File: config.mk
export PLATFORM = sky130hd
export DESIGN_NAME = fifo_word_packer
export DESIGN_NICKNAME = d
export VERILOG_FILES = /design/src/rtl/fifo_pkg.sv /design/src/rtl/fifo_word_packer.sv
export SDC_FILE = /design/constraint.sdc
export NUM_CORES = 1
export LEC_CHECK = 0
export ABC_AREA = 1
export CAP_MARGIN = 15
export CORE_ASPECT_RATIO = 0.6
export CORE_UTILIZATION = 30
export CTS_BUF_LIST = sky130_fd_sc_hd__clkbuf_8 sky130_fd_sc_hd__clkbuf_16
export CTS_CLUSTER_DIAMETER = 50
export DETAILED_ROUTE_END_ITERATION = 7
export GPL_ROUTABILITY_DRIVEN = 0
export GPL_TIMING_DRIVEN = 0
export SYNTH_ARGS = -nofsm -noshare
export SYNTH_HDL_FRONTEND = slang
export SYNTH_SLANG_ARGS = --single-unit
File: constraint.sdc
create_clock -name clk -period 1.65 [get_ports clk]
set_input_delay 0.2475 -clock clk [delete_from_list [all_inputs] [get_ports clk]]
set_output_delay 0.2475 -clock clk [all_outputs]
set_load 0.01 [all_outputs]
File: src/rtl/fifo_pkg.sv
// Shared definitions for the shift FIFO and its downstream word packer.
package fifo_pkg;

   typedef enum logic {
      COLLECT = 1'b0,
      OUTPUT  = 1'b1
   } packer_state_t;

   // Bits needed to hold a value in 0..n; also sizes FIFO occupancy pointers.
   function automatic int count_width(input int n);
      return $clog2(n + 1);
   endfunction

endpackage

File: src/rtl/fifo_word_packer.sv
// Pulls entries from the shift FIFO and packs PACK of them into one wide word
// for a valid/ready sink; a flush emits the partially filled word.
module fifo_word_packer
   import fifo_pkg::*;
#(
   parameter int DATA_W = 8,
   parameter int PACK   = 4
) (
   input  logic                               clk,
   input  logic                               reset,
   output logic                               fifo_read,
   input  logic [DATA_W-1:0]                  fifo_data,
   input  logic                               fifo_val,
   input  logic                               flush,
   output logic [DATA_W*PACK-1:0]             out_data,
   output logic [count_width(PACK)-1:0]       out_count,
   output logic                               out_valid,
   input  logic                               out_ready,
   output packer_state_t                      state_dbg
);

   // Sink handshake: a word transfers on a cycle where out_valid && out_ready;
   // out_data/out_count stay stable while out_valid is high and not yet taken.

   localparam int CW = count_width(PACK);
   localparam logic [CW-1:0] FULL = CW'(PACK);

   packer_state_t                  state;
   logic [CW-1:0]                  count;
   logic                           pending;
   logic                           flush_req;
   logic                           run;
   logic [PACK-1:0][DATA_W-1:0]    lanes;

   logic [CW:0]                    room_used;
   logic                           capture;
   logic [CW-1:0]                  count_next;
   logic                           flush_any;

   // run holds reads off for the first cycle after reset release.
   assign room_used  = {1'b0, count} + {{CW{1'b0}}, pending};
   assign fifo_read  = run && (state == COLLECT) && !flush_req && (room_used < {1'b0, FULL});
   assign capture    = fifo_val && pending;
   assign count_next = count + {{(CW-1){1'b0}}, capture};
   assign flush_any  = flush_req || flush;

   assign out_data  = lanes;
   assign out_valid = (state == OUTPUT);
   assign state_dbg = state;

   always_ff @(posedge clk or negedge reset) begin
      if (!reset) begin
         state     <= COLLECT;
         count     <= '0;
         pending   <= 1'b0;
         flush_req <= 1'b0;
         run       <= 1'b0;
         lanes     <= '0;
         out_count <= '0;
      end else begin
         run     <= 1'b1;
         pending <= fifo_read;
         case (state)
            COLLECT: begin
               for (int k = 0; k < PACK; k++) begin
                  if (capture && (count == CW'(k))) lanes[k] <= fifo_data;
               end
               count <= count_next;
               if (count_next == FULL) begin
                  state     <= OUTPUT;
                  out_count <= FULL;
                  flush_req <= flush_any;
               end else if (flush_any && !fifo_read) begin
                  // No read left in flight after this edge: the partial word is final.
                  if (count_next != '0) begin
                     state     <= OUTPUT;
                     out_count <= count_next;
                     flush_req <= 1'b1;
                  end else begin
                     flush_req <= 1'b0;
                  end
               end else begin
                  flush_req <= flush_any;
               end
            end
            OUTPUT: begin
               if (out_ready) begin
                  state     <= COLLECT;
                  count     <= '0;
                  lanes     <= '0;
                  flush_req <= flush;
               end else begin
                  flush_req <= flush_any;
               end
            end
            default: state <= COLLECT;
         endcase
      end
   end

endmodule

== Word level (Yosys, flattened, before mapping) ==
Cells that the tools add are included.

* Output and inout port bits: 38
* Bits of input ports: 13
* Flip-flop bits (word level): 42
* Logic and storage cells: 64

* Order comparisons: 1
* $add $sub $neg: 2
* Reductions and logical operators: 21
* Bitwise logic cells: 1
* Mux-type cells: 20
* Equality and inequality tests: 9

{| class="wikitable"
|+ Operators with widths
! kind !! number
|-
| $pmux W32 S2 || 1
|-
| $mux W32 || 1
|-
| $mux W8 || 4
|-
| $mux W3 || 4
|-
| $logic_and A1 B1 Y1 || 9
|-
| $ne A2 B1 Y1 const B || 4
|-
| $reduce_and A2 Y1 || 4
|-
| $mux W1 || 7
|-
| $eq A3 B2 Y1 const B || 2
|-
| $pmux W3 S2 || 1
|-
| $add A3 B1 Y4 || 1
|-
| $lt A4 B3 Y1 const B || 1
|-
| $pmux W1 S2 || 2
|-
| $reduce_bool A2 Y1 || 2
|-
| $add A3 B1 Y3 || 1
|-
| $eq A3 B1 Y1 const B || 1
|-
| $eq A3 B3 Y1 const B || 1
|-
| $logic_not A3 Y1 || 1
|-
| $reduce_and A3 Y1 || 1
|-
| $reduce_bool A3 Y1 || 1
|-
| $logic_not A1 Y1 || 2
|-
| $ne A2 B2 Y1 const B || 1
|-
| $logic_or A1 B1 Y1 || 1
|-
| $not A1 Y1 || 1
|}

== Depth between registers and ports, before layout ==
Gate-level depths: netlist of run 1.

* Depth after elaboration: 9
* Gate-level depth with buffers: 12
* Mapped depth without buffers: 12

== Least setup slack after synthesis of run 1 ==
No wires, ideal clock.

* Kind: reg-to-reg
* Start: register pending
* End: register state (netlist: out_valid)
* Path buffers: 0
* Arrival time: 1.480 ns
* Data required time: 1.529 ns
* Period minus slack after synthesis: 1.602 ns
* Slack: 0.048 ns
* Stages on the path, launching flop included: 11
* Cells stage by stage: dfrtp_1 -> nand2_1 -> inv_1 -> ha_1 -> ha_1 -> nor2_1 -> nand3_1 -> nand2_1 -> inv_1 -> nand2_1 -> nand2_1

* Word-level cells in the longest chain between the ends: 8
* Elaborated cells between the ends (all ways): 13

{| class="wikitable"
|+ RTL lines
! element !! RTL line !! text
|-
| start, declared || fifo_word_packer.sv:30 || <nowiki>logic pending;</nowiki>
|-
| start signal, assigned || fifo_word_packer.sv:62 || <nowiki>pending <= fifo_read;</nowiki>
|-
| $add A3 B1 Y4 || fifo_word_packer.sv:41 || <nowiki>assign room_used = {1'b0, count} + {{CW{1'b0}}, pending};</nowiki>
|-
| $lt A4 B3 Y1 || fifo_word_packer.sv:42 || <nowiki>assign fifo_read = run && (state == COLLECT) && !flush_req && (room_used < {1'b0, FULL});</nowiki>
|-
| $logic_and A1 B1 Y1 || fifo_word_packer.sv:42 ||
|-
| $logic_not A1 Y1 || fifo_word_packer.sv:73 || <nowiki>end else if (flush_any && !fifo_read) begin</nowiki>
|-
| $logic_and A1 B1 Y1 || fifo_word_packer.sv:73 ||
|-
| $mux W1 || fifo_word_packer.sv:73 ||
|-
| $mux W1 (*) || fifo_word_packer.sv:69 || <nowiki>if (count_next == FULL) begin</nowiki>
|-
| $pmux W1 S2 (*) || fifo_word_packer.sv:63 || <nowiki>case (state)</nowiki>
|-
| end signal, assigned || fifo_word_packer.sv:70 || <nowiki>state <= OUTPUT;</nowiki>
|-
| end signal, assigned || fifo_word_packer.sv:76 || <nowiki>state <= OUTPUT;</nowiki>
|-
| end signal, assigned || fifo_word_packer.sv:88 || <nowiki>state <= COLLECT;</nowiki>
|-
| end, declared || fifo_word_packer.sv:28 || <nowiki>packer_state_t state;</nowiki>
|}

Every way passes the cells marked *; elsewhere a longest branch is shown, timed or not.
A chain may end at the register's enable or synchronous reset.

== Final worst setup path of run 1 ==
* Start: input fifo_val
* End: register out_count[2]

* Word-level cells in the longest chain between the ends: 5
* Elaborated cells between the ends (all ways): 10

{| class="wikitable"
|+ RTL lines
! element !! RTL line !! text
|-
| start, declared || fifo_word_packer.sv:13 || <nowiki>input logic fifo_val,</nowiki>
|-
| $logic_and A1 B1 Y1 (*) || fifo_word_packer.sv:43 || <nowiki>assign capture = fifo_val && pending;</nowiki>
|-
| $add A3 B1 Y3 (*) || fifo_word_packer.sv:44 || <nowiki>assign count_next = count + {{(CW-1){1'b0}}, capture};</nowiki>
|-
| $eq A3 B3 Y1, or another cell as far along || fifo_word_packer.sv:69 ||
|-
| $reduce_bool A2 Y1 (no line) / $mux W3 (equally long branches) || -- ||
|-
| $reduce_and A3 Y1 (no line) / $mux W3 (equally long branches) || -- ||
|-
| end signal, assigned || fifo_word_packer.sv:77 || <nowiki>out_count <= count_next;</nowiki>
|-
| end, declared || fifo_word_packer.sv:16 || <nowiki>output logic [count_width(PACK)-1:0] out_count,</nowiki>
|}

Every way passes the cells marked *; elsewhere a longest branch is shown, timed or not. The select of a mux whose other input is x is not followed.

==> results_dict.tcl, run 1 <==
set metrics [dict create \
    slowest_stage "clkdlybuf4s50_1" \
    crit_type "in2reg" \
    cap_violations 0 \
    cts_tree "built" \
    skew_ns 0.00616 \
    grt_pass1_vias 1434 \
    synth_top_area_frac 0.571 \
    dp_slack_ns -0.402 \
    synthTopCellsByArea "dfrtp_1, nand2_1, nand3_1" \
    syn_area_sq_mm 0.00184 \
    layout_setup_ws_ns 0.0551 \
    overflow 0 \
    drt-wirelength-per-cell_microns 13.1 \
    slowest_delay_ns 0.49 \
    die_h_microns 62.7 \
    die_w_microns 103 \
    period_share 0.967 \
    outcome "completed" \
    worstReg2RegEnd "out_count[2]$_DFFE_PN0P_" \
    netSwitchingFraction 0.383 \
    p_leak_uw 0.00133 \
    switchingPower_uw 1760 \
    clock-root-buffer "clkbuf_8" \
    setup_viol_count_final 0 \
    grt_usage 0.153 \
    cp.buffers_inverters 3 \
    drt_wl_total_mm 4.67 \
    cp.arrival_ns 1.83 \
    first_pass_iters 4 \
    placedCellCount 345 \
    synth-seq-area-share 0.571 \
    drt_iter0_markers 66 \
    crit_required_ns 1.88 \
    r2r_start "pending$_DFF_PN0_" \
    grt_pass1_wl_mm 7.30 \
    cts_buffer_depth 2 \
    syn_to_final_growth_pct 42.2 \
    cp-end-kind "flip-flop" \
    tns_ns 0 \
    utilization 0.457 \
    start_util 0.321 \
    ir_worst_vdd_v 0.000597 \
    start_kind "input port" \
    rows 21 \
    netlist_instances 214 \
    yosysWarnings 0 \
    report.final.slew_viol_count 0 \
    syn_nets 229 \
    path_cells "clkdlybuf4s50_1, nand2_2, inv_2, ha_2, ha_4, nor2_2, nand3_2, nand2_1, inv_2, nand2_2, nand2_1, nand2_1" \
    fin_nets 290 \
    core_sq_mm 0.00573 \
    clock_latency_ns 0.29 \
    critical_path.top_delay_family "buffers and inverters" \
    yosys_register_bits 42 \
    fin_crit_ns 1.59 \
    cp_max_fo 4 \
    ff2ff_path_depth 11 \
    dpl.hpwl_mm 3.37 \
    power_frac_seq 0.376 \
    crit_path_frequent_cell "nand2_1" \
    yosysTopAreaCell "dfrtp_1" \
    grt_max_degree 34 \
    internal_power_uw 2850 \
    comb_power_share 0.476 \
    antenna_found_initial 0 \
    clk_pin_slew_ns 0.08 \
    num_vias 1531 \
    hold_class "in2async" \
    cts.sink_count 42 \
    io_pins 51 \
    cts_buffers 5 \
    hold_violations 0 \
    design.die.area_sq_mm 0.00646 \
    clkPwrFrac 0.148 \
    synth.avg_cell_area_sq_um 8.59 \
    avgViaCountPerCell 4.30 \
    reg2reg_slack_ns 0.06 \
    drive_gt1_frac 0.138 \
    cellPowerDensity_mw_per_mm2 1760 \
    cts_max_level 2 \
    fillers 599 \
    port-buffer-count 50 \
    max_freq_mhz 627 \
    ys_types 21 \
    power_uw 4610 \
    diodes 0 \
    fin_cells 356 \
    ant_nets 0 \
    drc 0 \
]
-- power by group through the flow --
stage               Clock (uW)  Sequential (uW)  Combinational [uW]
finish                     682             1730                2200
global route               742             1780                2430
CTS                        695             1740                2170
detailed placement           0             1740                2120
global placement             0             1740                2090
floorplan                    0             1860                 895
-- metrics by stage --
stage / hold WS, ns / cell area, sq um
floorplan: -0.0481 / 1840
global placement: 0.460 / 2440
detailed placement: 0.128 / 2450
CTS: 0.355 / 2580
global route: 0.380 / 2620
finish: 0.356 / 2620
-- worst register-to-register path: stages, from the launching register on --
cell     delay (ns)
dfrtp_1        0.41
nand2_2        0.12
inv_2          0.05
ha_2           0.18
ha_4           0.22
nor2_2         0.14
nand3_2        0.09
nand2_1        0.08
inv_2          0.05
nand2_2        0.09
nand2_1        0.06
nand2_1        0.05
-- sequential cells by signal (all words and copies together) (netlist names) --
signal / count
run: 1
flush_req: 1
out_count: 3
out_valid: 1
pending: 1
count: 3
out_data: 32
-- Yosys cell counts --
master     n
nand2_1   95
dfrtp_1   42
nand3_1   22
inv_1     17
nor2_1     9
o21ai_0    5
inv_2      3
buf_4      2
ha_1       2
nand2_4    2
nand3_4    2
nand4_1    2
o21ai_1    2
or2_2      2
a21oi_1    1
buf_2      1
buf_6      1
conb_1     1
nor2_2     1
nor3_4     1
o21bai_1   1
-- area by class of cell --
class | instances | area (sq um) | share of cell area
Buffer | 4 | 31.3 | 0.0120
Inverter | 20 | 75.1 | 0.0287
Clock buffer | 6 | 82.6 | 0.0316
Sequential cell | 42 | 1050 | 0.403
Tap cell | 80 | 100 | 0.0383
Timing Repair Buffer | 54 | 543 | 0.208
Clock inverter | 2 | 8.76 | 0.00335
Multi-Input combinational cell | 148 | 722 | 0.276
-- worst max-delay path by stage --
stage                                          end                 start  cells past startpoint
after detailed placement       out_valid$_DFF_PN0_              fifo_val                     11
final                     out_count[2]$_DFFE_PN0P_              fifo_val                     12
after global placement    out_data[15]$_DFFE_PN0P_                 reset                      1
after global routing      out_count[2]$_DFFE_PN0P_     pending$_DFF_PN0_                     11
after CTS                                fifo_read  count[2]$_DFFE_PN0P_                      4
after floorplan                out_valid$_DFF_PN0_     pending$_DFF_PN0_                     10
-- logic make-up (layout without fill, tap and decap cells) --
group	count (synthesis)	count (layout)	share of synthesized area
buffers and inverters	24	86	0.0578
adder cells (fa/ha/maj)	2	2	0.0136
AND/OR/NAND/NOR	136	136	0.329
flip-flops	42	42	0.571
AO/OA/AOI/OAI	9	9	0.0258
other	1	1	0.00204
-- per-layer routing --
layer	GRT usage	up-vias	wire length (microns)
met3	0.0436	5	312
met2	0.197	42	1720
met1	0.247	696	2600
met4	0.0370	0	34
met5	0	-	0
li1	-	788	-
-- layout by cell type (no fill, tap or decap) --
cell and n:
buf_6 1, nand3_2 2, inv_1 16, buf_12 1
or2_2 2, o21ai_1 2, dfrtp_2 2, clkbuf_8 6
ha_4 1, o21bai_1 1, dfrtp_1 40, dlymetal6s2s_1 1
nand3_4 2, clkdlybuf4s15_1 1, nand2_4 2, nand2_1 92
nor2_4 1, clkinv_2 1, buf_2 2, dlygate4sd3_1 1
nor2_1 8, nor3_4 1, ha_2 1, nand4_1 2
buf_4 4, a21oi_1 1, conb_1 1, nand3_1 20
clkdlybuf4s50_1 47, nand2_2 3, o21ai_0 5, nor2_2 1
inv_2 5
-- what timing repair did --
item	in CTS	in global routing
pin swaps	2	0
setup buffers	0	2
endpoints found under the hold margin	9	0
hold buffers	1	0
gates cloned	0	0
gates resized for setup	10	6
setup endpoints to repair	7	6
Power figures use the tool's default switching activity.
==> run 2, diff against run 1 <==
Clock period 1.65 ns to 1.9 ns, I/O delays scaled along.
==> run 2 against run 1 <==
  * Global-route usage is essentially flat
  * Via count is essentially flat
  * Worst hold slack gained 0.039 ns
  * Count of clock-buffer cells in the layout is the same
  * Register-to-register slack gained 0.08 ns
  * Highest routed layer unchanged
==> results_dict.tcl, run 2 (synthesis gave the netlist of run 1 again) <==
set metrics [dict create \
    outcome "completed" \
    power_uw 3940 \
    drive_gt1_frac 0.0949 \
    largest_reg_flops 32 \
    cts_tree "built" \
    rows 21 \
    clk_pin_slew_ns 0.08 \
    reg2reg_slack_ns 0.13 \
    grt_pass1_wl_mm 7.27 \
    core_sq_mm 0.00573 \
    slowest_delay_ns 0.40 \
    layout_commonest_cell "nand2_1" \
    p_leak_uw 0.00131 \
    crit_required_ns 2.14 \
    io_pins 51 \
    cp_max_fo 4 \
    avgViaCountPerCell 4.32 \
    cp.buffers_inverters 2 \
    setup_viol_count_final 0 \
    ir_worst_vdd_v 0.000520 \
    final_cell_mix "nand2_1, clkdlybuf4s50_1, dfrtp_1" \
    cap_violations 0 \
    hold_class "in2async" \
    drt_wl_total_mm 4.62 \
    cellPowerDensity_mw_per_mm2 1540 \
    overflow 0 \
    critical_path.top_delay_family "simple AND/OR/NAND/NOR gates" \
    die_w_microns 103 \
    worstSetupStartpoint "pending$_DFF_PN0_" \
    crit_type "reg2reg" \
    path_cells "nand2_1, inv_1, ha_1, ha_1, nor2_1, nand3_1, nand2_1, inv_1, nand2_2, nand2_1, nand2_1" \
    clock_latency_ns 0.30 \
    max_freq_mhz 566 \
    skew_ns 0.00645 \
    start_util 0.321 \
    period_share 0.930 \
    port-buffer-count 50 \
    rsz0062_at_grt "false" \
    worstReg2RegEnd "out_count[2]$_DFFE_PN0P_" \
    utilization 0.448 \
    antenna_found_initial 0 \
    syn_to_final_growth_pct 39.4 \
    dpl.hpwl_mm 3.37 \
    drt-wirelength-per-cell_microns 13.0 \
    ant_nets 0 \
    slowest_stage "dfrtp_1" \
    drt_iter0_markers 79 \
    diodes 0 \
    fin_nets 288 \
    report.final.slew_viol_count 0 \
    r2r_start "pending$_DFF_PN0_" \
    cts_buffer_depth 2 \
    grt_pass1_vias 1428 \
    drc 0 \
    hold_violations 0 \
    crit_path_frequent_cell "nand2_1" \
    die_h_microns 62.7 \
    grt_max_degree 34 \
    num_vias 1530 \
    ff2ff_path_depth 11 \
    post_cts_buffers 0 \
    design.die.area_sq_mm 0.00646 \
    clock-root-buffer "clkbuf_8" \
    grt_usage 0.153 \
    tns_ns 0 \
    fin_crit_ns 1.77 \
    cts.sink_count 42 \
    start_kind "flip-flop" \
    whs_ns 0.394 \
    cp.arrival_ns 2.00 \
    fillers 601 \
    cp-end-kind "flip-flop" \
    cts_buffers 5 \
    first_pass_iters 4 \
    cts_max_level 2 \
]
==> run 2: cell count changes in the layout (fill, tap and decap cells not counted), moves of 2 or more <==
cell | before | now
inv_2 | 5 | 3
nand2_1 | 92 | 94
nand3_2 | 2 | 0
nand3_1 | 20 | 22
inv_1 | 16 | 18
nand2_2 | 3 | 1
buf_4 | 4 | 2
ha_1 | 0 | 2
==> run 2: per-stage QoR <==
| step | setup slack, ns | area [sq um] | cells |
|---|---|---|---|
| floorplan | 0.298 | 1840 | 214 |
| detailed placement | -0.190 | 2450 | 345 |
| CTS | 0.115 | 2560 | 354 |
| global route | 0.0277 | 2560 | 354 |
| global placement | -0.579 | 2440 | 344 |
| finish | 0.133 | 2560 | 354 |
==> run 2: final cells by class <==
type / instances / area (sq um) / area share
Tap cell: 80 / 100 / 0.0390
Inverter: 20 / 75.1 / 0.0293
Buffer: 4 / 31.3 / 0.0122
Clock inverter: 2 / 8.76 / 0.00342
Multi-Input combinational cell: 148 / 689 / 0.269
Timing Repair Buffer: 52 / 524 / 0.204
Sequential cell: 42 / 1050 / 0.410
Clock buffer: 6 / 82.6 / 0.0322
==> run 2: how the worst max path moves through the flow <==
stage               depth (start not counted)  slack [ns]                  endpoint
finish                                     11        0.13  out_count[2]$_DFFE_PN0P_
global route                               11        0.03  out_count[2]$_DFFE_PN0P_
CTS                                        11        0.12  out_count[2]$_DFFE_PN0P_
detailed placement                         11       -0.19       out_valid$_DFF_PN0_
global placement                            1       -0.58  out_data[15]$_DFFE_PN0P_
floorplan                                  10        0.30       out_valid$_DFF_PN0_
==> run 2: routing by layer <==
metal | track usage | up-vias | part of all wire
li1 | - | 783 | -
met1 | 0.245 | 700 | 0.57
met2 | 0.197 | 42 | 0.36
met3 | 0.0436 | 5 | 0.058
met4 | 0.0370 | 0 | 0.0074
met5 | 0 | - | 0
==> run 2: what timing repair did <==
item	in CTS	in global routing
gates resized for setup	3	1
endpoints found under the setup margin	1	4
endpoints found under the hold margin	9	0
hold buffers	1	0
cloned	0	0
==> run 2: power by group <==
part | switching (uW) | internal [uW] | leakage, uW
registers | 248 | 1250 | 0.000542
clock network | 307 | 288 | 0.0000524
logic | 949 | 894 | 0.000717
==> RTL edit 1 (settings of run 1) <==
Register the output `out_count` once more, without a reset; this adds one clock of latency there. The other outputs are not delayed to match.
--- a/src/rtl/fifo_word_packer.sv
+++ b/src/rtl/fifo_word_packer.sv
@@ -26,2 +26,4 @@
    localparam logic [CW-1:0] FULL = CW'(PACK);
+
+   logic [count_width(PACK)-1:0] out_count_s0;
 
@@ -58,3 +60,3 @@
          lanes     <= '0;
-         out_count <= '0;
+         out_count_s0 <= '0;
       end else begin
@@ -70,3 +72,3 @@
                   state     <= OUTPUT;
-                  out_count <= FULL;
+                  out_count_s0 <= FULL;
                   flush_req <= flush_any;
@@ -76,3 +78,3 @@
                      state     <= OUTPUT;
-                     out_count <= count_next;
+                     out_count_s0 <= count_next;
                      flush_req <= 1'b1;
@@ -100,2 +102,6 @@
 
+   always_ff @(posedge clk) begin
+      out_count <= out_count_s0;
+   end
+
 endmodule
Formal check against the unedited RTL: not equivalent (Yosys sat finds a counterexample within 4 cycles, from zero or initial values and one cycle with reset low).
==> RTL edit 1 against run 1 <==
  * Sequential power increased by 3%
  * Sequential share of layout area decreased by 0.50 points
  * Total power increased by 4.9%
  * Sequential cell count increased by 3
  * Area after synthesis increased by 7.1%
  * Final area increased by 6.8%
  * Wire length increased by 6.3%
  * Setup slack improved by 0.020 ns
  * Register-to-register slack improved by 0.03 ns
  * Critical path type is now flop to output pin
  * Count of clock-buffer cells in the layout unchanged
==> RTL edit 1: results (changes against run 1) <==
stage,metric,value,unit,change
setup_path,critPathLaunch,out_valid,,was fifo_val
setup_path,crit_path_max_fanout,2,,was 4
drt,dr_wl_met3,387,um,was 312 um
setup_path,cp_top_family,buffers and inverters,,unchanged
sta,finClkSkew,0.0121,ns,was 0.00616 ns
status,outcome,completed,,unchanged
power,switching_share,36.4,%,was 38.3%
synthesis,synth_area_per_cell,9.34,um2,was 8.59 um2
synthesis,synth.area.top_cells,"dfrtp_1 (53%), nand2_1 (14%), nand3_1 (6.1%)",,"was dfrtp_1 (57%), nand2_1 (19%), nand3_1 (6.0%)"
synthesis,syn-num-nets,226,,was 229
global_route,grt_pass1_vias,1634,,was 1434
power,ir_worst_vdd,0.000545,V,was 0.000597 V
synthesis,synth.most_common_cell,nand2_1,,unchanged
synthesis,synthDistinctLibCells,23,,was 21
global_route,grt_pass1_wl,8520,um,was 7300 um
drt,via_per_inst,4.54,,was 4.30
finish,n_fill_cell,623,,was 599
power,leakage,1.36,nW,was 1.33 nW
place,dpl.hpwl,3620,um,was 3370 um
global_route,track_usage,16.5,%,was 15.3%
synthesis,seq_area_frac_synth,56.4,%,was 57.1%
setup_path,reg2reg_depth,9,,was 11
drt,met1Wirelength,2680,um,was 2600 um
finish,drive_above_1_share,20.7,%,was 13.8%
synthesis,async_reset_ff_share,93.3,%,was 100%
setup_path,crit_end,out_valid,,was out_count[2]
setup_path,r2r-end,out_count_s0[0],,was out_count[2]
finish,fin_nets,289,,was 290
drt,drtIter0Drc,81,,was 66
global_route,grt_max_degree,36,,was 34
drt,wl,4960,um,was 4670 um
setup_path,max_stage_delay,0.52,ns,was 0.49 ns
setup_path,r2r-start,count[0],,was pending
drt,wl_met2,1840,um,was 1720 um
place,dp.cells,346,,was 345
setup_path,rrSetupSlack,0.09,ns,was 0.06 ns
## RTL edit 1: final cells by class
class                   instances  area (um2)  area share, %
flip-flops and latches         45        1110           39.8
clock buffers                   6        82.6           2.96
repair buffers                 56         549           19.7
inverters                      17        63.8           2.28
well taps                      84         105           3.76
plain buffers                   9        83.8           3.00
clock inverters                 2        33.8           1.21
multi-input cells             140         764           27.4
## RTL edit 1: per-layer routing
| metal | GRT usage [%] | vias to the layer above |
|---|---|---|
| li1 | - | 803 |
| met1 | 24.7 | 763 |
| met2 | 22.1 | 56 |
| met3 | 5.43 | 9 |
| met4 | 4.62 | 0 |
| met5 | 0 | - |
## RTL edit 1: logic make-up after synthesis
kind of cell    Yosys count  synth area share, %
simple gates            120                 28.5
other cells               1                0.190
flops                    45                 56.4
fa+ha+maj                 2                 1.27
buf+inv                  26                 7.49
compound gates           17                 6.16
## RTL edit 1: timing repair
action                     in CTS  in global routing
setup endpoints to repair       6                  5
pin swaps                       1                  2
hold buffers                    1                  0
hold endpoints to repair        7                  0
setup buffers                   1                  3
resized for setup              13                  4
## RTL edit 1: how the worst min path moves through the flow
stage                          from  slack [ns]  depth (start not counted)            to
floorplan                     reset       -0.05                          0      count[0]
CTS                           reset        0.32                          2   out_data[7]
global placement    out_count_s0[1]        0.36                          0  out_count[1]
finish                        reset        0.32                          2   out_data[7]
detailed placement            reset        0.11                          1   out_data[7]
global route                  reset        0.33                          2   out_data[7]
## RTL edit 1: through the flow
| step | setup slack (ns) | cell area (um2) | total power [mW] | utilization [%] | hold slack, ns |
|---|---|---|---|---|---|
| 4_1_cts | 0.00403 | 2760 | 4.80 | 44.4 | 0.317 |
| 5_1_grt | 0.00663 | 2790 | 5.18 | 44.9 | 0.329 |
| 2_1_floorplan | 0.0469 | 1970 | 2.81 | - | -0.0481 |
| 3_3_place_gp | -0.819 | 2580 | 3.80 | 41.4 | 0.355 |
| 6_report | 0.0747 | 2790 | 4.83 | 44.9 | 0.316 |
| 3_5_place_dp | -0.487 | 2590 | 3.84 | 41.7 | 0.113 |
## RTL edit 1: worst reg2reg max path, cell delays in order (launching register included)
cell	delay (ns)
dfrtp_1	0.48
ha_4	0.22
ha_4	0.29
nor2_4	0.04
nand3_2	0.09
nand2_1	0.05
inv_1	0.09
nand2_2	0.08
nand2_1	0.06
nand2_1	0.05
## RTL edit 1: power by group through the flow
stage                     sequential (mW)  combinational, mW  clock (mW)
after detailed placement             1.78               2.05           0
after floorplan                      1.89              0.920           0
final                                1.78               2.18       0.883
after global routing                 1.83               2.40       0.946
after global placement               1.79               2.01           0
after CTS                            1.77               2.14       0.893
==> RTL edit 2 (flow settings as in run 1) <==
Without the edit above. Set the parameter `PACK` to 8 (it was 4).
--- a/src/rtl/fifo_word_packer.sv
+++ b/src/rtl/fifo_word_packer.sv
@@ -6,3 +6,3 @@
    parameter int DATA_W = 8,
-   parameter int PACK   = 4
+   parameter int PACK   = 8
 ) (
Ports: changed (resized out_count and out_data); port bits go from 51 to 84. No check against the original RTL was run, so the function may have changed too.
==> RTL edit 2 against run 1 <==
  * The flow now finishes with violations (negative setup slack)
  * Die area is 64% higher
  * Setup slack worse by 0.058 ns
  * Count of clock-buffer cells in the layout is 6 higher
  * Area after synthesis is 66% higher
  * Sequential cell count is 34 higher
  * Final area is 75% higher
  * Clock skew is 0.00058 ns higher
  * Total power is 110% higher
  * Wire length is 84% higher
  * Clock power grew to 3.2 times the old value
  * Sequential power is 87% higher
  * Largest cell class unchanged
==> RTL edit 2: results (changes against run 1) <==
stage,metric,value,unit,change
status,outcome,"finished, violations left",,was completed
status,violations,negative setup slack,,
place,placed_area,4090,um2,was 2450 um2
drt,num_vias,2571,,was 1531
setup_path,reg2reg_depth,6,,was 11
setup_path,critPathLaunch,out_valid,,was fifo_val
sta,setup_slack,-0.00282,ns,was 0.0551 ns
place,dpl.hpwl,5730,um,was 3370 um
global_route,grt_max_degree,65,,was 34
global_route,grt_overflow,0,,unchanged
finish,clk_share,7.36,%,was 3.49%
sta,finClkSkew,0.00675,ns,was 0.00616 ns
drt,drtIter0Drc,132,,was 66
finish,multiInputGateArea,1040,um2,was 722 um2
die,dieArea,10600,um2,was 6460 um2
clock_network,cts_buffer_depth,2,,unchanged
finish,multi_input_cells,207,,was 148
synthesis,syn_inst,319,,was 214
global_route,track_usage,16.8,%,was 15.3%
drt,wl,8600,um,was 4670 um
clock_network,htree_levels,3,,was 2
finish,fin_nets,440,,was 290
synthesis,synth.area.top_cells,"dfrtp_1 (62%), nand2_1 (13%), o21ai_1 (6.2%)",,"was dfrtp_1 (57%), nand2_1 (19%), nand3_1 (6.0%)"
finish,largest_register_ffs,64,,was 32
power,ir_worst_vdd,0.000812,V,was 0.000597 V
setup_path,crit_path_max_fanout,10,,was 4
synthesis,syn-num-nets,334,,was 229
global_route,grt_pass1_vias,2384,,was 1434
finish,nonClkBufAreaFrac,22.6,%,was 22.0%
synthesis,seq_area_frac_synth,62.4,%,was 57.1%
power,leakage,2.11,nW,was 1.33 nW
setup_path,max_stage_delay,0.44,ns,was 0.49 ns
global_route,grt_pass1_wl,13100,um,was 7300 um
finish,sh_seq_area,41.5,%,was 40.3%
setup_path,crit_end,out_data[14],,was out_count[2]
synthesis,ys_ff_latch,76,,was 42
sta,timing.hold.ws,0.308,ns,was 0.356 ns
global_route,antenna_found_initial,0,,unchanged
finish,nClkBuffers,12,,was 6
sta,setup_viol,3,,was 0
drt,drt-pass1-iter-count,4,,unchanged
finish,drive_above_1_share,16.7,%,was 13.8%
finish,n_fill_cell,952,,was 599
clock_network,numCtsBuffers,9,,was 5
setup_path,cpMaxStageDelayCell,dfrtp_2,,was clkdlybuf4s50_1
finish,nNonClkInverters,26,,was 20
finish,area_growth_syn_to_layout,50.6,%,was 42.2%
synthesis,synth_common_cells,"nand2_1 (102), dfrtp_1 (76), o21ai_1 (38), o21ai_0 (28), inv_1 (24)",,"was nand2_1 (95), dfrtp_1 (42), nand3_1 (22), inv_1 (17), nor2_1 (9)"
power,switching_share,35.1,%,was 38.3%
place,dp.cells,538,,was 345
place,io_buffer_count,83,,was 50
finish,instances_no_fill,565,,was 356
clock_network,clock-root-buffer,clkbuf_16,,was clkbuf_8
finish,buffers,105,,was 58
clock_network,clk_latency,0.34,ns,was 0.29 ns
clock_network,cts.clk_slew.worst_paths,0.06,ns,was 0.08 ns
RTL edit 2: changes by cell type after synthesis, sizes merged:
cell	delta
nor3	-1
nand2	+5
inv	+6
nor2	+9
dfrtp	+34
o21ai	+62
buf	+6
o21bai	-1
a31oi	+1
nand3	-16
RTL edit 2: per-stage QoR:
step                setup TNS (ns)  setup slack, ns  total power [mW]
finish                    -0.00571         -0.00282              9.62
global route                 -3.07           -0.104              10.2
floorplan                        0           0.0128              4.91
CTS                              0          0.00266              9.35
detailed placement           -6.00           -0.462              7.04
global placement           -178.76            -2.29              6.97
RTL edit 2: layer usage:
metal  share of wire [%]  vias up  wire length (um)  GRT usage (%)
met3                 8.5       10               735           5.87
met1                  49     1247              4250           24.3
met5                   0        -                 0              0
met4                 1.3        0               109           4.88
li1                    -     1234                 -              -
met2                  41       80              3500           23.1
RTL edit 2: power groups by stage:
stage	sequential (mW)	clock, mW	combinational, mW
after global routing	3.33	2.31	4.56
after global placement	3.23	0	3.74
final	3.23	2.19	4.20
after detailed placement	3.23	0	3.81
after CTS	3.22	2.24	3.89
after floorplan	3.47	0	1.44
RTL edit 2: logic make-up after synthesis:
kind of cell             Yosys count  share of synthesized area [%]
AND/OR/NAND/NOR                  133                           17.9
flip-flops                        76                           62.4
AO/OA/AOI/OAI                     71                           12.3
buffers and inverters             36                           6.44
adder cells (fa/ha/maj)            2                          0.821
other                              1                          0.123
RTL edit 2: timing repair:
| action | CTS | global route |
|---|---|---|
| gates resized for setup | 11 | 18 |
| setup endpoints to repair | 7 | 58 |
| pin swaps | 5 | 10 |
| hold buffers | 1 | 0 |
| hold endpoints to repair | 12 | 0 |
| setup buffers | 2 | 8 |
